$ cat config.mk
export PLATFORM = sky130hd
export DESIGN_NAME = ahb_bridge_arbiter
export DESIGN_NICKNAME = d
export VERILOG_FILES = /design/src/rtl/ahb_bridge_arbiter.sv
export SDC_FILE = /design/constraint.sdc
export NUM_CORES = 1
export LEC_CHECK = 0
export ABC_AREA = 1
export CORE_AREA = 5 5 104 106
export CTS_BUF_LIST = sky130_fd_sc_hd__clkbuf_2 sky130_fd_sc_hd__clkbuf_4 sky130_fd_sc_hd__clkbuf_8
export CTS_CLUSTER_DIAMETER = 80
export DETAILED_ROUTE_END_ITERATION = 7
export DIE_AREA = 0 0 109 111
export PLACE_DENSITY = 0.79
export SYNTH_ARGS = -nofsm -noshare
export SYNTH_HDL_FRONTEND = slang
export SYNTH_SLANG_ARGS = --single-unit
$ cat constraint.sdc
create_clock -name hclk -period 2.3 [get_ports hclk]
set_input_delay 0.345 -clock hclk [delete_from_list [all_inputs] [get_ports hclk]]
set_output_delay 0.345 -clock hclk [all_outputs]
set_load 0.02 [all_outputs]
$ cat src/rtl/ahb_bridge_arbiter.sv
// ---------------------------------------------------------------------------
// ahb_bridge_arbiter
//
// Purpose:
//   Shares the single AHB slave port of the AHB-to-APB bridge among
//   NUM_MASTERS AHB masters.
//   - The default build uses round-robin arbitration. Each owner keeps the bus
//     for at most MAX_HOLD completed transfers while other masters are
//     requesting. When nobody requests, the bus parks on master 0.
//   - Defining ARB_FIXED_PRIO_EN selects fixed priority instead: the lowest
//     index wins, and there is no hold limit.
//   - The address/control mux follows the address-phase owner (hmaster).
//   - The write-data mux follows the data-phase owner (hmaster_d), which
//     lags hmaster by one hready edge.
//
// Handshake:
//   hr_readyout is the only flow control. The arbiter state and both owner
//   registers change only on a rising hclk edge where hr_readyout=1. On any
//   edge with hr_readyout=0, every register holds.
//
// Ports:
//   hclk         bus clock; all state changes occur on its rising edge
//   hresetn      asynchronous active-low reset
//   hbusreq      per-master bus request
//   htrans_m     per-master htrans (master i on bits [2i+1:2i])
//   haddr_m      per-master haddr  (master i on bits [32i+31:32i])
//   hwrite_m     per-master hwrite
//   hwdata_m     per-master hwdata (master i on bits [32i+31:32i])
//   hr_readyout  bridge ready
//   hgrant       one-hot grant (decoded from hmaster)
//   hmaster      index of the address-phase owner
//   htrans       muxed htrans to the bridge
//   haddr        muxed haddr to the bridge
//   hwrite       muxed hwrite to the bridge
//   hwdata       muxed hwdata to the bridge, selected by the data-phase owner
//   hready_in    hready to the bridge and to the masters (= hr_readyout)
//
// Configuration macro: ARB_FIXED_PRIO_EN (undefined = round-robin).
// ---------------------------------------------------------------------------
module ahb_bridge_arbiter #(
  parameter int NUM_MASTERS = 3,
  parameter int MST_W       = 2,
  parameter int MAX_HOLD    = 4
) (
  input  logic                      hclk,
  input  logic                      hresetn,
  input  logic [NUM_MASTERS-1:0]    hbusreq,
  input  logic [2*NUM_MASTERS-1:0]  htrans_m,
  input  logic [32*NUM_MASTERS-1:0] haddr_m,
  input  logic [NUM_MASTERS-1:0]    hwrite_m,
  input  logic [32*NUM_MASTERS-1:0] hwdata_m,
  input  logic                      hr_readyout,
  output logic [NUM_MASTERS-1:0]    hgrant,
  output logic [MST_W-1:0]          hmaster,
  output logic [1:0]                htrans,
  output logic [31:0]               haddr,
  output logic                      hwrite,
  output logic [31:0]               hwdata,
  output logic                      hready_in
);

  typedef enum logic {
    PARK = 1'b0,
    OWN  = 1'b1
  } arb_state_t;

  localparam logic [3:0] HOLD_LAST = 4'(MAX_HOLD - 1);
  localparam logic [1:0] TRANS_IDLE = 2'b00;

  arb_state_t       state, state_nx;
  logic [MST_W-1:0] hmaster_d;
  logic [MST_W-1:0] owner_nx;
  logic [3:0]       hold_cnt, hold_nx;
  logic [MST_W-1:0] rr_ptr, rr_nx;

  logic             owner_req;
  logic             others_req;
  logic             xfer_done;
  logic             hold_last;
  logic [MST_W-1:0] park_win;
  logic [MST_W-1:0] rearb_win;
  logic [MST_W-1:0] after_owner;

  // Returns the first requester found by a circular search that starts at
  // index 'start'. Callers make sure that req is not all zero.
  function automatic logic [MST_W-1:0] rr_pick(
    input logic [NUM_MASTERS-1:0] req,
    input logic [MST_W-1:0]       start
  );
    logic [MST_W-1:0] pick;
    logic             found;
    int               idx;
    pick  = '0;
    found = 1'b0;
    for (int k = 0; k < NUM_MASTERS; k++) begin
      idx = (int'(start) + k) % NUM_MASTERS;
      if (!found && req[idx]) begin
        pick  = MST_W'(idx);
        found = 1'b1;
      end
    end
    return pick;
  endfunction

  // Returns the index after w, wrapping back to 0 after the last master.
  function automatic logic [MST_W-1:0] next_of(input logic [MST_W-1:0] w);
    return MST_W'((int'(w) + 1) % NUM_MASTERS);
  endfunction

  // -------------------------------------------------------------------------
  // Combinational muxes: the address/control path follows hmaster, and the
  // write-data path follows hmaster_d.
  // -------------------------------------------------------------------------
  always_comb begin
    hgrant = '0;
    htrans = '0;
    haddr  = '0;
    hwrite = 1'b0;
    hwdata = '0;
    for (int i = 0; i < NUM_MASTERS; i++) begin
      if (hmaster == MST_W'(i)) begin
        hgrant[i] = 1'b1;
        htrans    = htrans_m[2*i +: 2];
        haddr     = haddr_m[32*i +: 32];
        hwrite    = hwrite_m[i];
      end
      if (hmaster_d == MST_W'(i)) begin
        hwdata = hwdata_m[32*i +: 32];
      end
    end
  end

  assign hready_in = hr_readyout;

  // -------------------------------------------------------------------------
  // Arbitration terms. hgrant is the one-hot form of the current owner.
  // -------------------------------------------------------------------------
  assign owner_req   = |(hbusreq & hgrant);
  assign others_req  = |(hbusreq & ~hgrant);
  assign xfer_done   = htrans[1];  // NONSEQ or SEQ completes on hready
  assign hold_last   = (hold_cnt == HOLD_LAST);
  assign after_owner = next_of(hmaster);

`ifdef ARB_FIXED_PRIO_EN
  assign park_win  = rr_pick(hbusreq, '0);
  assign rearb_win = rr_pick(hbusreq, '0);
`else
  assign park_win  = rr_pick(hbusreq, rr_ptr);
  // The owner is masked out, so a preemption always moves the bus to a
  // different master.
  assign rearb_win = rr_pick(hbusreq & ~hgrant, after_owner);
`endif

  // -------------------------------------------------------------------------
  // Next-state logic. Nothing moves unless hr_readyout=1. As a result, a new
  // grant never appears during a wait state.
  // -------------------------------------------------------------------------
  always_comb begin
    state_nx = state;
    owner_nx = hmaster;
    hold_nx  = hold_cnt;
    rr_nx    = rr_ptr;
    if (hr_readyout) begin
      unique case (state)
        PARK: begin
          if (|hbusreq) begin
            state_nx = OWN;
            owner_nx = park_win;
            hold_nx  = '0;
`ifndef ARB_FIXED_PRIO_EN
            rr_nx    = next_of(park_win);
`endif
          end
        end
        OWN: begin
          if (!owner_req) begin
            // The owner has let go of the bus. The owner may release it
            // even while it is driving BUSY.
            hold_nx = '0;
            if (others_req) begin
              owner_nx = rearb_win;
`ifndef ARB_FIXED_PRIO_EN
              rr_nx    = next_of(rearb_win);
`endif
            end else begin
              state_nx = PARK;
              owner_nx = '0;
            end
          end else begin
`ifdef ARB_FIXED_PRIO_EN
            // A higher-priority master may take over only at a transfer
            // boundary or when the owner is idle. It never takes over
            // while the owner is in BUSY.
            if ((rearb_win < hmaster) && (xfer_done || (htrans == TRANS_IDLE))) begin
              owner_nx = rearb_win;
              hold_nx  = '0;
            end else if (xfer_done && !hold_last) begin
              hold_nx = hold_cnt + 4'd1;
            end
`else
            if (xfer_done && hold_last && others_req) begin
              owner_nx = rearb_win;
              hold_nx  = '0;
              rr_nx    = next_of(rearb_win);
            end else if (xfer_done && !hold_last) begin
              // hold_cnt saturates at MAX_HOLD-1 while the owner is alone.
              hold_nx = hold_cnt + 4'd1;
            end
`endif
          end
        end
        default: begin
          state_nx = PARK;
          owner_nx = '0;
          hold_nx  = '0;
        end
      endcase
    end
  end

  // -------------------------------------------------------------------------
  // Registers. On each hready edge, hmaster_d takes the value hmaster had
  // during the address phase that just ended.
  // -------------------------------------------------------------------------
  always_ff @(posedge hclk or negedge hresetn) begin
    if (!hresetn) begin
      state     <= PARK;
      hmaster   <= '0;
      hmaster_d <= '0;
      hold_cnt  <= '0;
      rr_ptr    <= '0;
    end else if (hr_readyout) begin
      state     <= state_nx;
      hmaster   <= owner_nx;
      hmaster_d <= hmaster;
      hold_cnt  <= hold_nx;
      rr_ptr    <= rr_nx;
    end
  end

endmodule
==> results.cfg <==
[outcome]
status = complete, no violations

[critical_path]
crit_type = reg2out
critPathMaxFanout = 13
worstPathRequired_ns = 1.96
critPathArrivalTime_ns = 1.84
rrSetupSlack_ns = 0.23
end_kind = output port
cp-start-kind = flop

[power]
power_frac_comb_pct = 92.3
powerDensity_nw_per_um2 = 1240
power.switching_w = 0.00374
clockPowerShare_pct = 3.1
ir_drop_mv = 0.623
internal-power_w = 0.00307
p_leak_nw = 2.43
p_seq_share_pct = 4.6
netSwitchingFraction_pct = 55.0

[clock_network]
cts_tree = yes
clk-insertion-delay-late_ns = 0.24
postCtsHoldBufs = 0
clk_pin_slew_ns = 0.05
htree_levels = 1
clock-root-buffer = clkbuf_8
postCtsSetupBuffers = 0
cts_buffers = 3
clk_path_buf_depth = 2
ctsResizeCount = 38
clock-sinks = 11

[synth]
synth_top_flop_cell = dfrtp_1
yosysWarnings = 0
synth_top_area_share_pct = 28.9
yosysTopAreaCell = nand2_1
synth_commonest_cells = 176 x nand2_1, 57 x nand3_1, 37 x o21ai_0
synthCells = 421
yosysMostFrequentCell = nand2_1
netlist_area_um2 = 2280
ys_seq_area_share_pct = 12.1
syn_avg_cell_area_um2 = 5.42
syn-num-nets = 639
async_flop_share_pct = 100
ys_top_cells_by_area = nand2_1 29%, nand3_1 12%, dfrtp_1 12%
synth_edf_count = 0
synth_seq_cells = 11
yosysUniqueCellTypes = 30

[detailed_routing]
vias_per_cell = 4.73
final_antenna_net_count = 0
num_vias = 3912
drt_iter0_drc = 313
drt_wl_total_um = 13200
dr.pass1.iters = 6
route.detailed.drc = 0
wl_per_cell_um = 16.0

[global_route]
grt_max_degree = 43
gr-total-overflow = 0
antenna_found_initial = 0
grt_usage_pct = 20.3
grt_pass1_vias = 3948
grt_pass1_wl_um = 20000

[placed_design]
place.gp.congestion = 0.834
place_area_um2 = 5410
dp_hpwl_um = 11200
port_buffers = 279

[floorplan]
die_y_um = 111
die_x_um = 109
start_util_pct = 23.6
die_area_um2 = 12100
ios = 280
fp.coreArea_um2 = 9680
row_count = 36

[layout]
antennaDiodeCount = 0
design_area_um2 = 5480
fill_cells = 896
nets = 913
utilization_pct = 56.5
drive_gt1_share_pct = 12.7
syn_to_final_growth_pct = 140

[sta]
rsz0062_at_grt = true
worst_pin_slew_ns = 0.513
fmax_mhz = 457
finalHoldViolations = 0
finClkSkew_ns = 0.00210
drv_slew = 0
min_period_ns = 2.19
post-route-period-util_pct = 95.1
setup_tns_ns = 0
relSlewSlack_pct = 65.7
finalSetupViolCount = 0

[job]
max_cap_violations = 0

[min_path]
min_path_type = in2async
==> cells by family (layout without fill, tap and decap cells) <==
logic type / after synthesis / count (layout) / synth area share, %
xor+xnor: 2 / 2 / 0.767
flops: 11 / 11 / 12.1
simple gates: 262 / 262 / 48.9
fa+ha+maj: 11 / 11 / 6.03
compound gates: 82 / 82 / 22.5
buf+inv: 53 / 326 / 9.70
==> worst max-delay path, stage by stage (launching register included) <==
cell	delay (ns)
dfrtp_1	0.38
inv_2	0.10
ha_1	0.18
inv_1	0.05
nand2_1	0.07
clkinv_2	0.09
buf_12	0.16
a22oi_1	0.17
o21ai_2	0.07
dlygate4sd2_1	0.32
==> routing by layer <==
layer	vias to the layer above	GRT usage, %	wire, µm
li1	1961	-	-
met1	1723	22.7	4760
met2	205	37.6	6830
met3	23	4.78	1300
met4	0	5.22	320
met5	-	0	0
==> path summary, 6_finish.rpt <==
| check | end | start | depth (start not counted) |
|---|---|---|---|
| max in group asynchronous | hmaster[0] | hresetn | 1 |
| worst min-delay path | hold_cnt[2] | hresetn | 1 |
| worst max register to register | rr_ptr[0] | rr_ptr[0] | 15 |
| min in group hclk | hold_cnt[0] | hold_cnt[0] | 1 |
| worst min register to register | hold_cnt[0] | hold_cnt[0] | 1 |
| worst max-delay path | haddr[28] | hmaster[1] | 9 |
==> layout make-up <==
class	count	area, µm²	area share [%]
clock buffers	4	48.8	0.891
multi-input cells	357	1930	35.3
flip-flops and latches	11	277	5.05
inverters	27	105	1.92
well taps	133	166	3.04
repair buffers	295	2950	53.8
==> power by group through the flow <==
| stage | clock, W | combinational [W] | sequential (W) |
|---|---|---|---|
| 5_1_grt | 0.000225 | 0.00682 | 0.000324 |
| 3_3_place_gp | 0 | 0.00646 | 0.000305 |
| 3_5_place_dp | 0 | 0.00658 | 0.000310 |
| 2_1_floorplan | 0 | 0.00355 | 0.000329 |
| 6_report | 0.000213 | 0.00629 | 0.000312 |
| 4_1_cts | 0.000215 | 0.00622 | 0.000307 |
==> stage by stage <==
stage | power, W | hold WS [ns] | std cells | worst slack, ns
2_1_floorplan | 0.00388 | 0.0494 | 421 | -0.000677
3_3_place_gp | 0.00676 | 0.503 | 823 | 0.0376
3_5_place_dp | 0.00689 | 0.516 | 823 | -0.00287
4_1_cts | 0.00674 | 0.460 | 827 | 0.00224
5_1_grt | 0.00736 | 0.491 | 827 | -0.000403
6_report | 0.00681 | 0.445 | 827 | 0.113
==> registers in the layout, indices dropped and copies added (netlist names) <==
| register | flops |
|---|---|
| hmaster | 2 |
| hold_cnt | 4 |
| rr_ptr | 2 |
| state | 1 |
| hmaster_d | 2 |
==> cells in the final DEF (no fill, tap or decap), drive strengths merged <==
cell type,count
clkinv,1
nor2,16
a21oi,2
nand4,4
ha,11
nor3,1
clkbuf,16
o21ai,42
o211ai,1
a21boi,1
clkdlybuf4s50,235
xor2,1
dlymetal6s2s,8
o22ai,2
dfrtp,11
clkdlybuf4s15,14
inv,26
nand3,57
nand3b,2
nand2,181
nor3b,1
buf,16
xnor2,1
dlygate4sd2,10
a22oi,34
(Power assumes the default switching activity.)
